<file path="src/rtl/gnr_pkg.sv">
// Shared state encoding, strobe bundle and default sizes for the GNR
// network cycle controller.
package gnr_pkg;

    localparam int GNR_NUM_NODES = 8;
    localparam int GNR_CNT_W     = 16;
    localparam int GNR_MAX_STEPS = 1000;

    typedef enum logic [3:0] {
        IDLE,
        INIT,
        P1_A,
        P1_B,
        P1_CMP,
        P2_STEP,
        P2_CMP,
        P3_RST,
        P3_ADV,
        P3_CMP,
        P3_A,
        P3_B,
        DONE
    } gnr_state_e;

    typedef struct packed {
        logic reset_nos;
        logic start_s0;
        logic start_s1;
    } gnr_strobe_t;

    // Broadcast pattern held for the cycle(s) the FSM occupies a state.
    function automatic gnr_strobe_t strobe_for(input gnr_state_e st);
        gnr_strobe_t s;
        s = '0;
        case (st)
            INIT, P3_RST:     s.reset_nos = 1'b1;
            P1_A, P1_B, P3_A: begin
                s.start_s0 = 1'b1;
                s.start_s1 = 1'b1;
            end
            P2_STEP, P3_ADV:  s.start_s1 = 1'b1;
            P3_B:             s.start_s0 = 1'b1;
            default:          s = '0;
        endcase
        return s;
    endfunction

endpackage

</file>
<file path="src/rtl/gnr_cycle_ctrl.sv">
// Drives an array of dual-trajectory GNR nodes and runs three-phase Floyd
// cycle detection on their s0/s1 readback, reporting transient and period.
module gnr_cycle_ctrl
    import gnr_pkg::*;
#(
    parameter int NUM_NODES = GNR_NUM_NODES,
    parameter int CNT_W     = GNR_CNT_W,
    parameter int MAX_STEPS = GNR_MAX_STEPS
) (
    input  logic                 clk,
    input  logic                 rst,
    input  logic                 start,
    input  logic [NUM_NODES-1:0] init_in,
    input  logic [NUM_NODES-1:0] sos_s0,
    input  logic [NUM_NODES-1:0] sos_s1,
    output logic                 reset_nos,
    output logic                 start_s0,
    output logic                 start_s1,
    output logic [NUM_NODES-1:0] init_state,
    output logic                 busy,
    output logic                 done,
    output logic                 found,
    output logic [CNT_W-1:0]     mu,
    output logic [CNT_W-1:0]     lambda
);

    localparam logic [CNT_W-1:0] STEP_LIMIT = CNT_W'(MAX_STEPS);

    gnr_state_e           state, state_n;
    gnr_strobe_t          strb, strb_n;
    logic [CNT_W-1:0]     step, step_n;
    logic [CNT_W-1:0]     cnt, cnt_n;
    logic [CNT_W-1:0]     mu_n, lambda_n;
    logic [NUM_NODES-1:0] init_n;
    logic                 busy_n, done_n, found_n;
    logic                 match;

    function automatic logic [CNT_W-1:0] sat_inc(input logic [CNT_W-1:0] v);
        return (&v) ? v : v + CNT_W'(1);
    endfunction

    assign match     = (sos_s0 == sos_s1);
    assign reset_nos = strb.reset_nos;
    assign start_s0  = strb.start_s0;
    assign start_s1  = strb.start_s1;

    always_ff @(posedge clk or posedge rst) begin
        if (rst) begin
            state      <= IDLE;
            strb       <= '0;
            step       <= '0;
            cnt        <= '0;
            mu         <= '0;
            lambda     <= '0;
            init_state <= '0;
            busy       <= 1'b0;
            done       <= 1'b0;
            found      <= 1'b0;
        end else begin
            state      <= state_n;
            strb       <= strb_n;
            step       <= step_n;
            cnt        <= cnt_n;
            mu         <= mu_n;
            lambda     <= lambda_n;
            init_state <= init_n;
            busy       <= busy_n;
            done       <= done_n;
            found      <= found_n;
        end
    end

    always_comb begin
        state_n  = state;
        step_n   = step;
        cnt_n    = cnt;
        mu_n     = mu;
        lambda_n = lambda;
        init_n   = init_state;
        busy_n   = busy;
        done_n   = done;
        found_n  = found;

        unique case (state)
            IDLE, DONE: begin
                if (start) begin
                    init_n   = init_in;
                    step_n   = '0;
                    mu_n     = '0;
                    lambda_n = '0;
                    done_n   = 1'b0;
                    found_n  = 1'b0;
                    busy_n   = 1'b1;
                    state_n  = INIT;
                end
            end
            INIT:    state_n = P1_A;
            P1_A:    state_n = P1_B;
            P1_B: begin
                step_n  = sat_inc(step);
                state_n = P1_CMP;
            end
            P1_CMP: begin
                if (match) begin
                    lambda_n = '0;
                    state_n  = P2_STEP;
                end else if (step == STEP_LIMIT) begin
                    found_n = 1'b0;
                    done_n  = 1'b1;
                    busy_n  = 1'b0;
                    state_n = DONE;
                end else begin
                    state_n = P1_A;
                end
            end
            // s0 parks on the meet point, which lies on the cycle, so this
            // loop always terminates.
            P2_STEP: begin
                lambda_n = sat_inc(lambda);
                state_n  = P2_CMP;
            end
            P2_CMP:  state_n = match ? P3_RST : P2_STEP;
            P3_RST: begin
                cnt_n   = '0;
                state_n = P3_ADV;
            end
            // One s1 strobe per cycle here; leave once lambda have gone out.
            P3_ADV: begin
                cnt_n = sat_inc(cnt);
                if (cnt_n == lambda)
                    state_n = P3_CMP;
            end
            P3_CMP: begin
                if (match) begin
                    found_n = 1'b1;
                    done_n  = 1'b1;
                    busy_n  = 1'b0;
                    state_n = DONE;
                end else begin
                    state_n = P3_A;
                end
            end
            P3_A:    state_n = P3_B;
            P3_B: begin
                mu_n    = sat_inc(mu);
                state_n = P3_CMP;
            end
            default: state_n = IDLE;
        endcase

        strb_n = strobe_for(state_n);
    end

endmodule

</file>
<file path="config.mk">
export PLATFORM = sky130hd
export DESIGN_NAME = gnr_cycle_ctrl
export DESIGN_NICKNAME = d
export VERILOG_FILES = /design/src/rtl/gnr_pkg.sv /design/src/rtl/gnr_cycle_ctrl.sv
export SDC_FILE = /design/constraint.sdc
export NUM_CORES = 1
export LEC_CHECK = 0
export CORE_MARGIN = 4
export CORE_UTILIZATION = 50
export DETAILED_ROUTE_END_ITERATION = 6
export PLACE_DENSITY = 0.8
export REMOVE_ABC_BUFFERS = 1
export SYNTH_ARGS = -nofsm -noshare
export SYNTH_HDL_FRONTEND = slang
export SYNTH_SLANG_ARGS = --single-unit
</file>
<file path="constraint.sdc">
create_clock -name clk -period 2.6 [get_ports clk]
set_input_delay 0.39 -clock clk [delete_from_list [all_inputs] [get_ports clk]]
set_output_delay 0.39 -clock clk [all_outputs]
set_load 0.02 [all_outputs]
</file>
==> impl_metrics.tcl, run 1 <==
set metrics [dict create \
    outcome "completed" \
    cp.arrival_ns 2.82 \
    cp-start-kind "flip-flop" \
    postSynthAreaPerCell_um2 8.61 \
    min_period_ns 2.53 \
    power_frac_seq_pct 37.0 \
    wl_per_cell_um 16.8 \
    initialDrtViolationCount 290 \
    finalSetupTns_ns 0 \
    total_leakage_power_nw 2.81 \
    cp_slowest_stage_delay_ns 0.41 \
    synth_top_family_by_area "simple AND/OR/NAND/NOR gates" \
    grt_pass1_vias 4790 \
    switching_share_pct 38.8 \
    rsz0062_at_grt "true" \
    cts-buffers-inserted 9 \
    max-cap-violations 0 \
    yosys-top-cells-area "dfrtp_1, o21ai_0, xnor2_1" \
    synth.mux.area_fraction_pct 2.26 \
    maxSlewHeadroom_pct 68.9 \
    hpwl_um 10200 \
    initial_core_util_pct 51.3 \
    dp_cells 820 \
    ant_nets 0 \
    fmax_mhz 395 \
    vias 4879 \
    io-pin-count 73 \
    die_area_um2 11600 \
    total_power_w 0.00460 \
    cp.depth 10 \
    diodes 0 \
    track_usage_pct 25.0 \
    worstReg2RegEnd "reset_nos" \
    fin_cells 838 \
    syn_inst 580 \
    reg2reg_from "cnt[5]" \
    first_pass_iters 5 \
    synth_ff_type "dfrtp_1" \
    final_common_cell "dfrtp_1" \
    gp_congestion 0.926 \
    crit_path_max_fanout 9 \
    cts_tree "done" \
    grt_pass1_wl_um 23300 \
    worst_pin_slew_ns 0.467 \
    p_int_w 0.00282 \
    synthAdderAreaFrac_pct 1.25 \
    path_class "flip-flop to flip-flop" \
    p_switching_w 0.00178 \
    synth_top_area_cell "dfrtp_1" \
    ys_async_sr_fraction_pct 100 \
    synth-xor-area-share_pct 10.4 \
    crit_family "compound AO/OA/AOI/OAI gates" \
    min_path_type "input port to asynchronous set/reset pin" \
    power_density_nw_per_um2 698 \
    htreeDepth 3 \
    synth_area_um2 4990 \
    cp_slowest_cell "dfrtp_1" \
    ir_drop_mv 0.530 \
    fp.dieH_um 108 \
    area_growth_pct 32.1 \
    path_cells "nand4_4 -> buf_6 -> nor4_4 -> buf_4 -> xor2_4 -> nor4bb_4 -> a221oi_2 -> a2111oi_2 -> a41oi_2 -> a211oi_2" \
    min_period_over_period_pct 97.3 \
    num_rows 36 \
    drcViolationCount 0 \
    worst_ep_required_time_ns 2.89 \
    r2r_slack_ns 0.07 \
    grt_remaining_overflow 0 \
    cp-end-kind "flip-flop" \
    ys_seq_area_share_pct 41.1 \
    layout_common_cells "dfrtp_1, clkdlybuf4s50_1, nand2_1" \
    hold_viol 0 \
    cts.clk_slew.worst_paths_ns 0.10 \
    synth_simple_gate_area_share_pct 25.0 \
    drive_gt1_share_pct 17.3 \
    rr_worst_depth 10 \
    antenna_found_initial 0 \
    clock-root-buffer "clkbuf_8" \
    clockPowerShare_pct 19.9 \
    numPortBuffers 72 \
    fin_nets 732 \
    viasPerCell 5.82 \
    finalMaxSlewViolations 0 \
    synth_edf_count 0 \
    timing.critical_path.buf_inv 2 \
    die_w_um 108 \
    wl_um 14100 \
    cts_buffer_depth 2 \
    finalSetupViolCount 0 \
    synth_seq_cells 82 \
    core-area_um2 9730 \
    grt_max_degree 60 \
    synth_compound_area_share_pct 16.3 \
    p_comb_share_pct 43.1 \
    clock_latency_ns 0.37 \
    cts_num_sinks 82 \
    synth.distinct_cells 62 \
    ys_warn_count 0 \
    skew_ns 0.0127 \
    synth_top_cell_area_share_pct 41.1 \
]
what timing repair did:
action,4_1_cts,5_1_grt
hold buffers,0,0
setup buffers,0,2
pin swaps,0,8
resized for setup,3,23
setup endpoints to repair,2,8
cell usage after synthesis, types with 2 or more instances:
library cell / count
nor3_1: 13
nor2b_1: 7
o21a_1: 2
and4_1: 7
nand2_1: 68
o41ai_1: 2
mux2_2: 10
a21o_1: 2
a21oi_1: 20
o211ai_1: 2
nand2b_1: 6
nand4_1: 14
a31oi_1: 4
o21ai_0: 59
nor4bb_1: 2
a31o_2: 2
a41oi_1: 2
nand3_1: 23
ha_1: 5
nor3b_1: 4
a22o_1: 4
or3_1: 7
xnor2_1: 30
nor2_1: 66
clkbuf_1: 21
and3_1: 10
o21bai_1: 2
nor4_1: 9
a211o_1: 2
or2_2: 2
a211oi_1: 3
dfrtp_1: 82
inv_1: 18
o31ai_1: 7
buf_4: 2
and2_1: 4
xor2_1: 29
a32o_1: 2
buf_2: 3
through the flow:
stage	cell area (µm²)	setup slack (ns)	util (%)	hold slack [ns]
finish	6590	0.0689	67.8	0.325
floorplan	4870	-3.17	-	0.498
global placement	6240	0.0102	64.2	0.464
CTS	6440	0.00640	66.2	0.327
global route	6590	-0.0772	67.8	0.344
detailed placement	6240	-0.00903	64.2	0.480
layer usage:
| metal | up-vias | wire (µm) | track usage, % |
|---|---|---|---|
| li1 | 2285 | - | - |
| met1 | 2394 | 5810 | 32.9 |
| met2 | 170 | 7220 | 42.5 |
| met3 | 30 | 729 | 3.42 |
| met4 | 0 | 312 | 8.66 |
| met5 | - | 0 | 0 |
state kept, by name, indices dropped and copies added, names as in the netlist:
| name | cells |
|---|---|
| cnt | 16 |
| lambda | 16 |
| mu | 16 |
| step | 16 |
| init_state | 8 |
| state | 4 |
| busy | 1 |
| done | 1 |
| found | 1 |
| reset_nos | 1 |
| start_s0 | 1 |
| start_s1 | 1 |
worst max-delay path by stage:
| stage | startpoint | to |
|---|---|---|
| 6_report | cnt[5] | reset_nos |
| 5_1_grt | cnt[4] | reset_nos |
| 4_1_cts | cnt[5] | reset_nos |
| 3_5_place_dp | cnt[1] | reset_nos |
| 3_3_place_gp | cnt[0] | reset_nos |
| 2_1_floorplan | state[1] | mu[14] |
final cells by class:
cell class,instances,area (µm²)
clock buffer,11,151
clock inverter,5,37.5
fill,797,3140
inverter,18,68.8
multi-input combinational,453,2890
sequential,82,2050
tap,133,166
timing repair buffer,136,1220
power groups by stage:
| stage | clock, W | combinational [W] | sequential [W] |
|---|---|---|---|
| floorplan | 0 | 0.000852 | 0.00195 |
| global placement | 0 | 0.00188 | 0.00171 |
| detailed placement | 0 | 0.00194 | 0.00172 |
| CTS | 0.000921 | 0.00196 | 0.00170 |
| global route | 0.000995 | 0.00216 | 0.00174 |
| finish | 0.000913 | 0.00198 | 0.00170 |
kinds of logic after synthesis:
| group | Yosys count |
|---|---|
| xor gates and xnor gates | 59 |
| muxes | 10 |
| DFF | 82 |
| adders and majority gates | 5 |
| buffers and inverters | 45 |
| and+or+nand+nor | 251 |
| AOI/OAI and AO/OA | 128 |
Note: power is estimated with default switching activity, not from simulation.
==> run 2: changes to the inputs <==
CORE_UTILIZATION = 30   (was 50)
PLACE_DENSITY = 0.54   (was 0.8)
==> impl_metrics.tcl, run 2 (same netlist as run 1, synthesis figures left out) <==
set metrics [dict create \
    place_area_um2 6430 \
    viasPerCell 5.14 \
    track_usage_pct 16.6 \
    ir_drop_mv 0.441 \
    die_w_um 137 \
    outcome "completed" \
    finalMaxSlewViolations 0 \
    area_growth_pct 39.8 \
    total_leakage_power_nw 2.94 \
    diodes 0 \
    cts_buffer_depth 2 \
    gp_congestion 0.885 \
    vias 4800 \
    num_rows 46 \
    crit_path_max_fanout 4 \
    clock-root-buffer "clkbuf_16" \
    final_common_cell "dfrtp_1" \
    cts_num_sinks 82 \
    first_pass_iters 5 \
    die_area_um2 18800 \
    min_period_ns 2.57 \
    hpwl_um 11000 \
    cp-start-kind "flip-flop" \
    cts.clk_slew.worst_paths_ns 0.07 \
    wl_um 15100 \
    drcViolationCount 0 \
    cts_hold_buf 0 \
    maxSlewHeadroom_pct 69.7 \
    cp.arrival_ns 2.83 \
    io-pin-count 73 \
    drive_gt1_share_pct 19.4 \
    min_path_type "input port to asynchronous set/reset pin" \
    hold_viol 0 \
    ant_nets 0 \
    grt_pass1_wl_um 24800 \
    worst_pin_slew_ns 0.450 \
    rsz0062_at_grt "true" \
    skew_ns 0.00657 \
    worst_ep_required_time_ns 2.86 \
    layout_common_cells "dfrtp_1, buf_4, clkdlybuf4s50_1" \
    wl_per_cell_um 16.1 \
    cts_tree "done" \
    finalSetupViolCount 0 \
    initialDrtViolationCount 422 \
    htreeDepth 3 \
    numPortBuffers 72 \
    fin_nets 744 \
    fp.dieH_um 137 \
    grt_remaining_overflow 0 \
    fmax_mhz 389 \
    hold_slack_ns 0.219 \
    path_class "flip-flop to flip-flop" \
    rr_worst_depth 11 \
    stdcell_area_um2 6980 \
    min_period_over_period_pct 98.8 \
    clock_latency_ns 0.35 \
    max-cap-violations 0 \
    cp-end-kind "flip-flop" \
    initial_core_util_pct 31.0 \
    core-area_um2 16100 \
    cts-buffers-inserted 9 \
    power_density_nw_per_um2 730 \
    antenna_found_initial 0 \
    grt_pass1_vias 4771 \
    grt_max_degree 51 \
]
[run 2: cell count changes in the layout (fill, tap and decap cells not counted), sizes merged]
cell,delta
buf,+12
bufinv,+1
clkbuf,-1
clkinv,-1
clkinvlp,-1
inv,+2
[run 2: report_power, final]
group          switching (W)  leakage, nW  internal, W
registers           0.000200         1.10      0.00151
clock network       0.000575        0.150     0.000783
logic                0.00111         1.69     0.000922
[run 2: cell type report]
class / count / area [µm²]
Clock buffer: 10 / 239
Tap cell: 216 / 270
Timing Repair Buffer: 148 / 1310
Clock inverter: 6 / 72.6
Fill cell: 1587 / 9140
Sequential cell: 82 / 2050
Multi-Input combinational cell: 453 / 2960
Inverter: 18 / 68.8
[run 2: through the flow]
step / instances / setup WS [ns] / util, % / total power, W / TNS, ns
floorplan: 553 / -3.17 / - / 0.00280 / -92.42
global placement: 914 / -0.0699 / 39.9 / 0.00368 / -0.163
detailed placement: 914 / -0.209 / 39.9 / 0.00371 / -0.387
CTS: 930 / 0.00140 / 42.1 / 0.00510 / 0
global route: 933 / -0.0831 / 43.3 / 0.00542 / -0.133
finish: 933 / 0.0320 / 43.3 / 0.00510 / 0
[run 2: path summary, 6_finish.rpt]
| kind | from | slack, ns | endpoint |
|---|---|---|---|
| worst max-delay path | cnt[0] | 0.03 | reset_nos |
| worst min-delay path | rst | 0.22 | done |
| worst max register to register | cnt[0] | 0.03 | reset_nos |
| worst min register to register | busy | 0.49 | busy |
| max in group asynchronous | rst | 1.80 | lambda[10] |
| min in group clk | busy | 0.49 | busy |
[run 2: timing repair]
item,4_1_cts,5_1_grt
resized for setup,9,24
buffers inserted,0,3
pin swaps,1,12
gates cloned,0,0
endpoints found under the setup margin,3,8
[run 2: layer usage]
metal  wire length (µm)  GRT usage [%]
met1               6740           21.9
met2               7110           27.2
met3                965           4.23
met4                230           4.10
met5                  0              0
[run 2: critical path, stage by stage, from the launching register on]
cell and delay [ns]:
dfrtp_1 0.35, ha_2 0.18, nand4_1 0.10, or3_4 0.43, buf_6 0.14, nor2_4 0.13, a211o_1 0.15, o2111ai_2 0.16
a2111oi_4 0.32, buf_4 0.18, a41oi_4 0.13, a211oi_2 0.21
==> run 3: changes to the inputs <==
ABC_CLOCK_PERIOD_IN_PS = 2600   (was default)
PLACE_DENSITY = default   (was 0.54)
PLACE_DENSITY_LB_ADDON = 0.1   (was default)
==> impl_metrics.tcl, run 3 (same netlist as run 1, synthesis figures left out) <==
set metrics [dict create \
    cts-buffers-inserted 9 \
    final_common_cell "dfrtp_1" \
    path_class "flip-flop to flip-flop" \
    crit_path_max_fanout 5 \
    grt_max_degree 50 \
    fmax_mhz 393 \
    cp-end-kind "flip-flop" \
    p_int_w 0.00313 \
    maxSlewHeadroom_pct 67.7 \
    timing.critical_path.buf_inv 2 \
    rr_worst_depth 10 \
    viasPerCell 5.04 \
    die_w_um 137 \
    hold_viol 0 \
    cts_hold_buf 0 \
    gp_congestion 0.843 \
    cp_slowest_stage_delay_ns 0.41 \
    worst_ep_required_time_ns 2.85 \
    cts_tree "done" \
    finalMaxSlewViolations 0 \
    wl_per_cell_um 15.8 \
    r2r_slack_ns 0.05 \
    worstReg2RegEnd "reset_nos" \
    p_switching_w 0.00185 \
    total_power_w 0.00498 \
    power_density_nw_per_um2 732 \
    reg2reg_from "cnt[1]" \
    ant_nets 0 \
    clockPowerShare_pct 24.4 \
    cp-start-kind "flip-flop" \
    numPortBuffers 72 \
    fin_util_pct 42.2 \
    switching_share_pct 37.1 \
    fin_nets 738 \
    p_comb_share_pct 41.3 \
    drcViolationCount 0 \
    clock-root-buffer "clkbuf_16" \
    layout_common_cells "dfrtp_1, clkdlybuf4s50_1, nand2_1, buf_4, nor2_1" \
    core-area_um2 16100 \
    power_frac_seq_pct 34.3 \
    io-pin-count 73 \
    cts.clk_slew.worst_paths_ns 0.06 \
    clock_latency_ns 0.34 \
    fp.dieH_um 137 \
    cpMostUsedCell "buf_4" \
    first_pass_iters 5 \
    track_usage_pct 16.2 \
    die_area_um2 18800 \
    htreeDepth 3 \
    outcome "completed" \
    initial_core_util_pct 31.0 \
    cp.arrival_ns 2.80 \
    wl_um 14700 \
    grt_remaining_overflow 0 \
    cp.depth 10 \
    antenna_found_initial 0 \
    crit_family "compound AO/OA/AOI/OAI gates" \
    nFillCells 1602 \
    max-cap-violations 0 \
    initialDrtViolationCount 279 \
    vias 4673 \
    finalSetupViolCount 0 \
    cp_slowest_cell "a2111oi_2" \
    ir_drop_mv 0.558 \
    num_rows 46 \
    area_growth_pct 36.4 \
    total_leakage_power_nw 2.86 \
    grt_pass1_wl_um 24400 \
    min_period_ns 2.55 \
    cts_buffer_depth 2 \
    min_period_over_period_pct 97.9 \
    rsz0062_at_grt "true" \
    min_path_type "input port to asynchronous set/reset pin" \
    path_cells "buf_4 -> nand3_4 -> buf_4 -> xnor2_1 -> nor3_2 -> nor4bb_4 -> a221oi_2 -> a2111oi_2 -> a41oi_2 -> a211oi_2" \
    cts_num_sinks 82 \
    grt_pass1_vias 4715 \
    drive_gt1_share_pct 17.2 \
    skew_ns 0.00735 \
    hpwl_um 10700 \
    diodes 0 \
    worst_pin_slew_ns 0.484 \
]
run 3: final cells by class:
type / count / area [µm²] / share of cell area, %
multi-input cells: 453 / 2880 / 42.3
flip-flops and latches: 82 / 2050 / 30.1
repair buffers: 142 / 1260 / 18.5
well taps: 216 / 270 / 3.97
clock buffers: 13 / 250 / 3.68
inverters: 18 / 68.8 / 1.01
clock inverters: 3 / 23.8 / 0.349
run 3: power groups by stage:
| stage | Sequential, W | Combinational (W) | Clock, W |
|---|---|---|---|
| after detailed placement | 0.00173 | 0.00201 | 0 |
| final | 0.00171 | 0.00205 | 0.00122 |
| after CTS | 0.00171 | 0.00202 | 0.00126 |
| after global routing | 0.00175 | 0.00225 | 0.00131 |
| after floorplan | 0.00195 | 0.000852 | 0 |
| after global placement | 0.00173 | 0.00199 | 0 |
run 3: per-layer routing:
layer / wire, µm / vias up / track usage (%)
met5: 0 / - / 0
met1: 6640 / 2243 / 20.8
met2: 7200 / 108 / 27.6
met3: 667 / 12 / 4.01
met4: 158 / 0 / 3.66
li1: - / 2310 / -
run 3: how the worst max path moves through the flow:
stage | startpoint | to | slack, ns
after global routing | cnt[1] | reset_nos | -0.07
after CTS | cnt[5] | reset_nos | 0.004
final | cnt[1] | reset_nos | 0.05
after floorplan | state[1] | mu[14] | -3.17
after global placement | cnt[0] | reset_nos | -0.01
after detailed placement | cnt[0] | reset_nos | -0.05
run 3: through the flow:
stage                     setup WS [ns]  hold WS (ns)  area (µm²)  setup TNS, ns  instances
after floorplan                   -3.17         0.498        4870         -92.42        553
after global placement          -0.0118         0.468        6380        -0.0118        908
after detailed placement        -0.0544         0.481        6380        -0.0620        908
after CTS                       0.00372         0.362        6670              0        924
after global routing            -0.0652         0.392        6810         -0.165        927
final                            0.0544         0.352        6810              0        927
run 3: repair_timing:
action	in CTS	in global routing
endpoints found under the setup margin	2	6
hold endpoints to repair	0	0
gates cloned	0	0
pin swaps	1	7
buffers inserted	0	3
gates resized for setup	3	19
